**src/rtl/mux_inst_issue.sv**
```systemverilog
// Drain stage for the 8-wide instruction FIFO: pops one 8-entry group,
// stages it locally and issues it one instruction per cycle.
module mux_inst_issue #(
    parameter int FIFO_WIDTH = 32,
    parameter int CNT_WIDTH  = 16
) (
    input  logic                  clk,
    input  logic                  rst,
    input  logic [FIFO_WIDTH-1:0] fifo_rdata_0,
    input  logic [FIFO_WIDTH-1:0] fifo_rdata_1,
    input  logic [FIFO_WIDTH-1:0] fifo_rdata_2,
    input  logic [FIFO_WIDTH-1:0] fifo_rdata_3,
    input  logic [FIFO_WIDTH-1:0] fifo_rdata_4,
    input  logic [FIFO_WIDTH-1:0] fifo_rdata_5,
    input  logic [FIFO_WIDTH-1:0] fifo_rdata_6,
    input  logic [FIFO_WIDTH-1:0] fifo_rdata_7,
    input  logic                  fifo_almost_empty,
    output logic                  fifo_rd,
    input  logic                  flush,
    output logic                  issue_valid,
    input  logic                  issue_ready,
    output logic [FIFO_WIDTH-1:0] issue_inst,
    output logic [2:0]            issue_idx,
    output logic                  issue_last,
    output logic                  busy,
    output logic [CNT_WIDTH-1:0]  issued_cnt
);

    localparam logic [0:0] S_IDLE  = 1'b0;
    localparam logic [0:0] S_ISSUE = 1'b1;

    logic [0:0]            r_state;
    logic [2:0]            r_idx;
    logic [FIFO_WIDTH-1:0] r_stage [8];
    logic [CNT_WIDTH-1:0]  r_cnt;

    logic [FIFO_WIDTH-1:0] w_rdata [8];
    logic                  w_in_issue;
    logic                  w_valid;
    logic                  w_hs;
    logic                  w_at_last;
    logic                  w_load;

    assign w_rdata[0] = fifo_rdata_0;
    assign w_rdata[1] = fifo_rdata_1;
    assign w_rdata[2] = fifo_rdata_2;
    assign w_rdata[3] = fifo_rdata_3;
    assign w_rdata[4] = fifo_rdata_4;
    assign w_rdata[5] = fifo_rdata_5;
    assign w_rdata[6] = fifo_rdata_6;
    assign w_rdata[7] = fifo_rdata_7;

    assign w_in_issue = (r_state == S_ISSUE);
    assign w_at_last  = (r_idx == 3'd7);
    assign w_valid    = ~rst & ~flush & w_in_issue;
    assign w_hs       = w_valid & issue_ready;

    // Reload on the last handshake keeps the issue stream bubble-free.
    assign w_load = ~rst & ~flush & ~fifo_almost_empty &
                    (~w_in_issue | (w_hs & w_at_last));

    assign fifo_rd     = w_load;
    assign issue_valid = w_valid;
    assign issue_inst  = r_stage[r_idx];
    assign issue_idx   = r_idx;
    assign issue_last  = w_valid & w_at_last;
    assign busy        = w_in_issue;
    assign issued_cnt  = r_cnt;

    always_ff @(posedge clk) begin
        if (rst) begin
            r_state <= S_IDLE;
            r_idx   <= 3'd0;
            r_cnt   <= '0;
            for (int i = 0; i < 8; i++) begin
                r_stage[i] <= '0;
            end
        end else if (flush) begin
            r_state <= S_IDLE;
            r_idx   <= 3'd0;
        end else begin
            if (w_hs) begin
                r_cnt <= r_cnt + 1'b1;
            end
            if (w_load) begin
                for (int i = 0; i < 8; i++) begin
                    r_stage[i] <= w_rdata[i];
                end
                r_idx   <= 3'd0;
                r_state <= S_ISSUE;
            end else if (w_hs) begin
                if (w_at_last) begin
                    r_state <= S_IDLE;
                    r_idx   <= 3'd0;
                end else begin
                    r_idx <= r_idx + 3'd1;
                end
            end
        end
    end

endmodule

```
**config.mk**
```make
export PLATFORM = sky130hd
export DESIGN_NAME = mux_inst_issue
export DESIGN_NICKNAME = d
export VERILOG_FILES = /design/src/rtl/mux_inst_issue.sv
export SDC_FILE = /design/constraint.sdc
export NUM_CORES = 1
export LEC_CHECK = 0
export BUFFER_PORTS_ARGS = -buffer_cell sky130_fd_sc_hd__buf_2
export CORE_UTILIZATION = 29
export CTS_CLUSTER_SIZE = 14
export DETAILED_ROUTE_END_ITERATION = 10
export SLEW_MARGIN = 20
export SYNTH_ARGS = -nofsm -noshare
export SYNTH_HDL_FRONTEND = slang
export SYNTH_SLANG_ARGS = --single-unit
```
**constraint.sdc**
```tcl
create_clock -name clk -period 6.8 [get_ports clk]
set_input_delay 0.34 -clock clk [delete_from_list [all_inputs] [get_ports clk]]
set_output_delay 0.34 -clock clk [all_outputs]
set_load 0.005 [all_outputs]
```
==> results summary <==
CTS placed an instance of clkbuf_16 at the clock tree root. After detailed routing, the average wire length per cell comes to 17.68 µm. The worst path setup slack after routing came out at 3.331 ns. In this design, the stage delay of the slowest critical-path cell is 0.80 ns. The area added between synthesis and finish came out at 25.88%.

The number of placed cells counting well taps came out at 1577. Entering global routing, the biggest net connects 112 pins. The total I/O pin count came out at 316. Clock tree synthesis found a total of 279 sinks. Summed over all cells, the static leakage comes to 0.006024 µW.

At the end of routability-driven placement, the weighted congestion stood at 0.7550. The maximum fanout along the worst path is 33. The number of vias in the routed layout is 7269.

Synthesis handed over a netlist of 762 instances. STA classifies the critical path endpoint as an output port. Synthesis instantiated 32 different standard cells from the library. The wire length of the first global-routing pass is 44270 µm. The top cell type's share of synthesized area is 0.6261. The signal on the critical path passes through buf_4, mux4_2, mux2_2, buf_2. The share of synthesized registers carrying an async set or reset came out at 0.

The number of global-route vias before repair came out at 7649. The max-slew violation total from the final report is 0. Wires add up to 28960 µm. The die covers 43160 µm².

The clock transition at the registers of the reported paths came out at 0.06 ns. The worst setup path is of the flop to output port kind. CTS built an H-tree with a depth of 1.

The register bit total from synthesis came out at 279. The floorplan core area is 41850 µm². The maximum clock rate came out at 0.2883 GHz. The count of TritonRoute iterations in the first routing pass came out at 4. The worst hold slack after final layout is 0.04724 ns. For the worst setup path, the data arrival time is 3.13 ns.

After global routing the overflow that remains totals 0. The number of port buffers is 315. Ranked by total cell area, the synthesized netlist is headed by edfxtp_1, mux4_2, and2_1. The final worst-path cycle share is 0.5102. The flow ran to the end, and the final reports show no timing, DRC or antenna violations. The number of nets with antenna violations after routing came out at 0. In the synthesized netlist the dominant register cell turns out to be edfxtp_1. For the worst setup path, the data required time is 6.46 ns. In the final layout, the share of cells above drive strength 1 is 0.4287.

By count the netlist is led by edfxtp_1, and2_1, nor2b_1. In this run, the number of DRC markers left after iteration 0 of detailed routing was 396. The buffer levels on the longest clock path is 3. Setup repair after global routing left no endpoint under its margin. The initial antenna violation count is 10. The initial utilization of the core area, before any placement, comes to 0.2934.

The clock tree from TritonCTS is yes. The share of the core filled with cells is 0.3693. In this run the tightest slew margin relative to its limit is 0.3897. For the final routed database, the setup TNS stands at 0 ns. Using the TritonRoute via totals, the vias-per-cell ratio works out to 4.438. The share of the Yosys chip area taken by registers is 0.6636.

The die outline width came out at 207.8 µm. The count of unresolved DRC violations after routing came out at 0. The post-synthesis instance area is 12280 µm². edfxtp_1 is the most common cell in the netlist. For this run, the post-layout net count is 1336. Counting every net in the synthesized netlist gives 1026. For the finished layout, the period the worst path requires is 3.469 ns. The final HPWL from detailed placement is 19080 µm.

In this run, post-CTS hold repair placed 0 buffers. The die extent in y came out at 207.8 µm. For the final database, setup skew stands at 0.01098 ns. The post-cts resize count is 0. The worst setup path is launched from a flop. The floorplan row count came out at 75.

The insertion delay of the later-clocked pin in the worst-skew pair came out at 0.56 ns. The number of setup buffers added after CTS came out at 0. The worst hold path belongs to the class primary input to flop. The worst IR drop on VDD is 175.0 µV. The number of maximum-capacitance violations came out at 0. The number of enable-type register cells in the synthesized netlist came out at 256.

Across every metal layer, demand over resource in global routing totals 0.1334. The slowest stage of the critical path is the dfxtp_4 cell. The leading area contributor after synthesis is edfxtp_1. The total clock buffers created by CTS came out at 31. The final number of setup-violating endpoints is 0. The average size of a mapped cell is 16.11 µm².

The slew of the pin with the lowest slew margin came out at 0.9155 ns. During synthesis, Yosys emitted a total of 0 warnings. The power density relative to cell area is 249.7 nW/µm². The final standard cell count with taps included and fillers excluded is 1638. The post-placement worst setup slack came out at 3.651 ns. The hold violation count in the final report came to 0.
through the flow:
| step | area (µm²) | total power [µW] |
|---|---|---|
| after floorplan | 12280 | 2164 |
| after global routing | 15450 | 4011 |
| after global placement | 14460 | 2285 |
| after detailed placement | 14460 | 2289 |
| final | 15460 | 3859 |
| after CTS | 15420 | 3926 |
placed cells by master, fill, tap and decap left out, types with 3 or more instances in the layout:
| cell | instances |
|---|---|
| diode_2 | 5 |
| or3_1 | 4 |
| nand4_1 | 4 |
| mux4_2 | 64 |
| nand3_1 | 4 |
| ha_1 | 3 |
| dfxtp_1 | 20 |
| buf_4 | 9 |
| bufinv_16 | 3 |
| nand2_1 | 7 |
| nor2b_1 | 66 |
| o21ai_0 | 6 |
| buf_2 | 314 |
| mux2_2 | 33 |
| clkbuf_16 | 31 |
| a21oi_1 | 5 |
| clkinvlp_4 | 3 |
| edfxtp_1 | 256 |
| and2_1 | 196 |
| mux2i_1 | 4 |
| xor2_1 | 7 |
| clkinv_1 | 8 |
| clkbuf_1 | 8 |
| nor2_1 | 15 |
cells by family (layout without fill, tap and decap cells):
logic type                 Yosys count  count (layout)  synth area share
and+or+nand+nor                    307             307            0.1543
DFF                                279             279            0.6636
muxes                              101             101            0.1509
buffers and inverters               50             382           0.01610
AOI/OAI and AO/OA                   14              14          0.006319
xor gates and xnor gates             8               8          0.005707
adders and majority gates            3               3          0.003057
other                                0               5                 0
cell type report:
class	instances	area, µm²
Fill cell	4073	26400
Sequential cell	279	8157
Multi-Input combinational cell	433	3944
Timing Repair Buffer	326	1707
Clock buffer	39	805.8
Tap cell	539	674.4
Clock inverter	16	152.6
Antenna cell	5	12.51
Inverter	1	3.754
per-layer routing:
layer | vias up | track usage | wire (µm)
met4 | 12 | 0.03857 | 584
met5 | - | 0 | 91
met2 | 202 | 0.2262 | 14420
met1 | 3567 | 0.1645 | 11940
li1 | 3436 | - | -
met3 | 52 | 0.03888 | 1929
sequential cells by signal, summed over array words and instances (netlist names), named ones only:
signal and flops:
busy 1, r_stage 256, issue_idx 3, issued_cnt 16
where the power goes:
part | internal, µW | total [µW] | switching [µW] | leakage (µW)
registers | 1980 | 2010 | 25.7 | 0.00284
clock network | 942 | 1610 | 668 | 0.000455
logic | 131 | 242 | 111 | 0.00273
total | 3050 | 3860 | 805 | 0.00602
final timing paths:
kind              cells past startpoint        endpoint  slack [ns]              from
hold reg to reg                       2  issued_cnt[14]        0.51    issued_cnt[14]
hold / removal                        2  r_stage[1][21]        0.05  fifo_rdata_1[21]
setup reg to reg                      8  r_stage[6][19]        3.89      issue_idx[0]
setup / recovery                      4  issue_inst[17]        3.33              flop
worst max-delay path: cells and delay by family (launching register included):
kind	cells	cell delay, ns
mux	2	0.88
flops	1	0.80
buf+inv	2	0.85
Note: power is estimated with default switching activity, not from simulation.
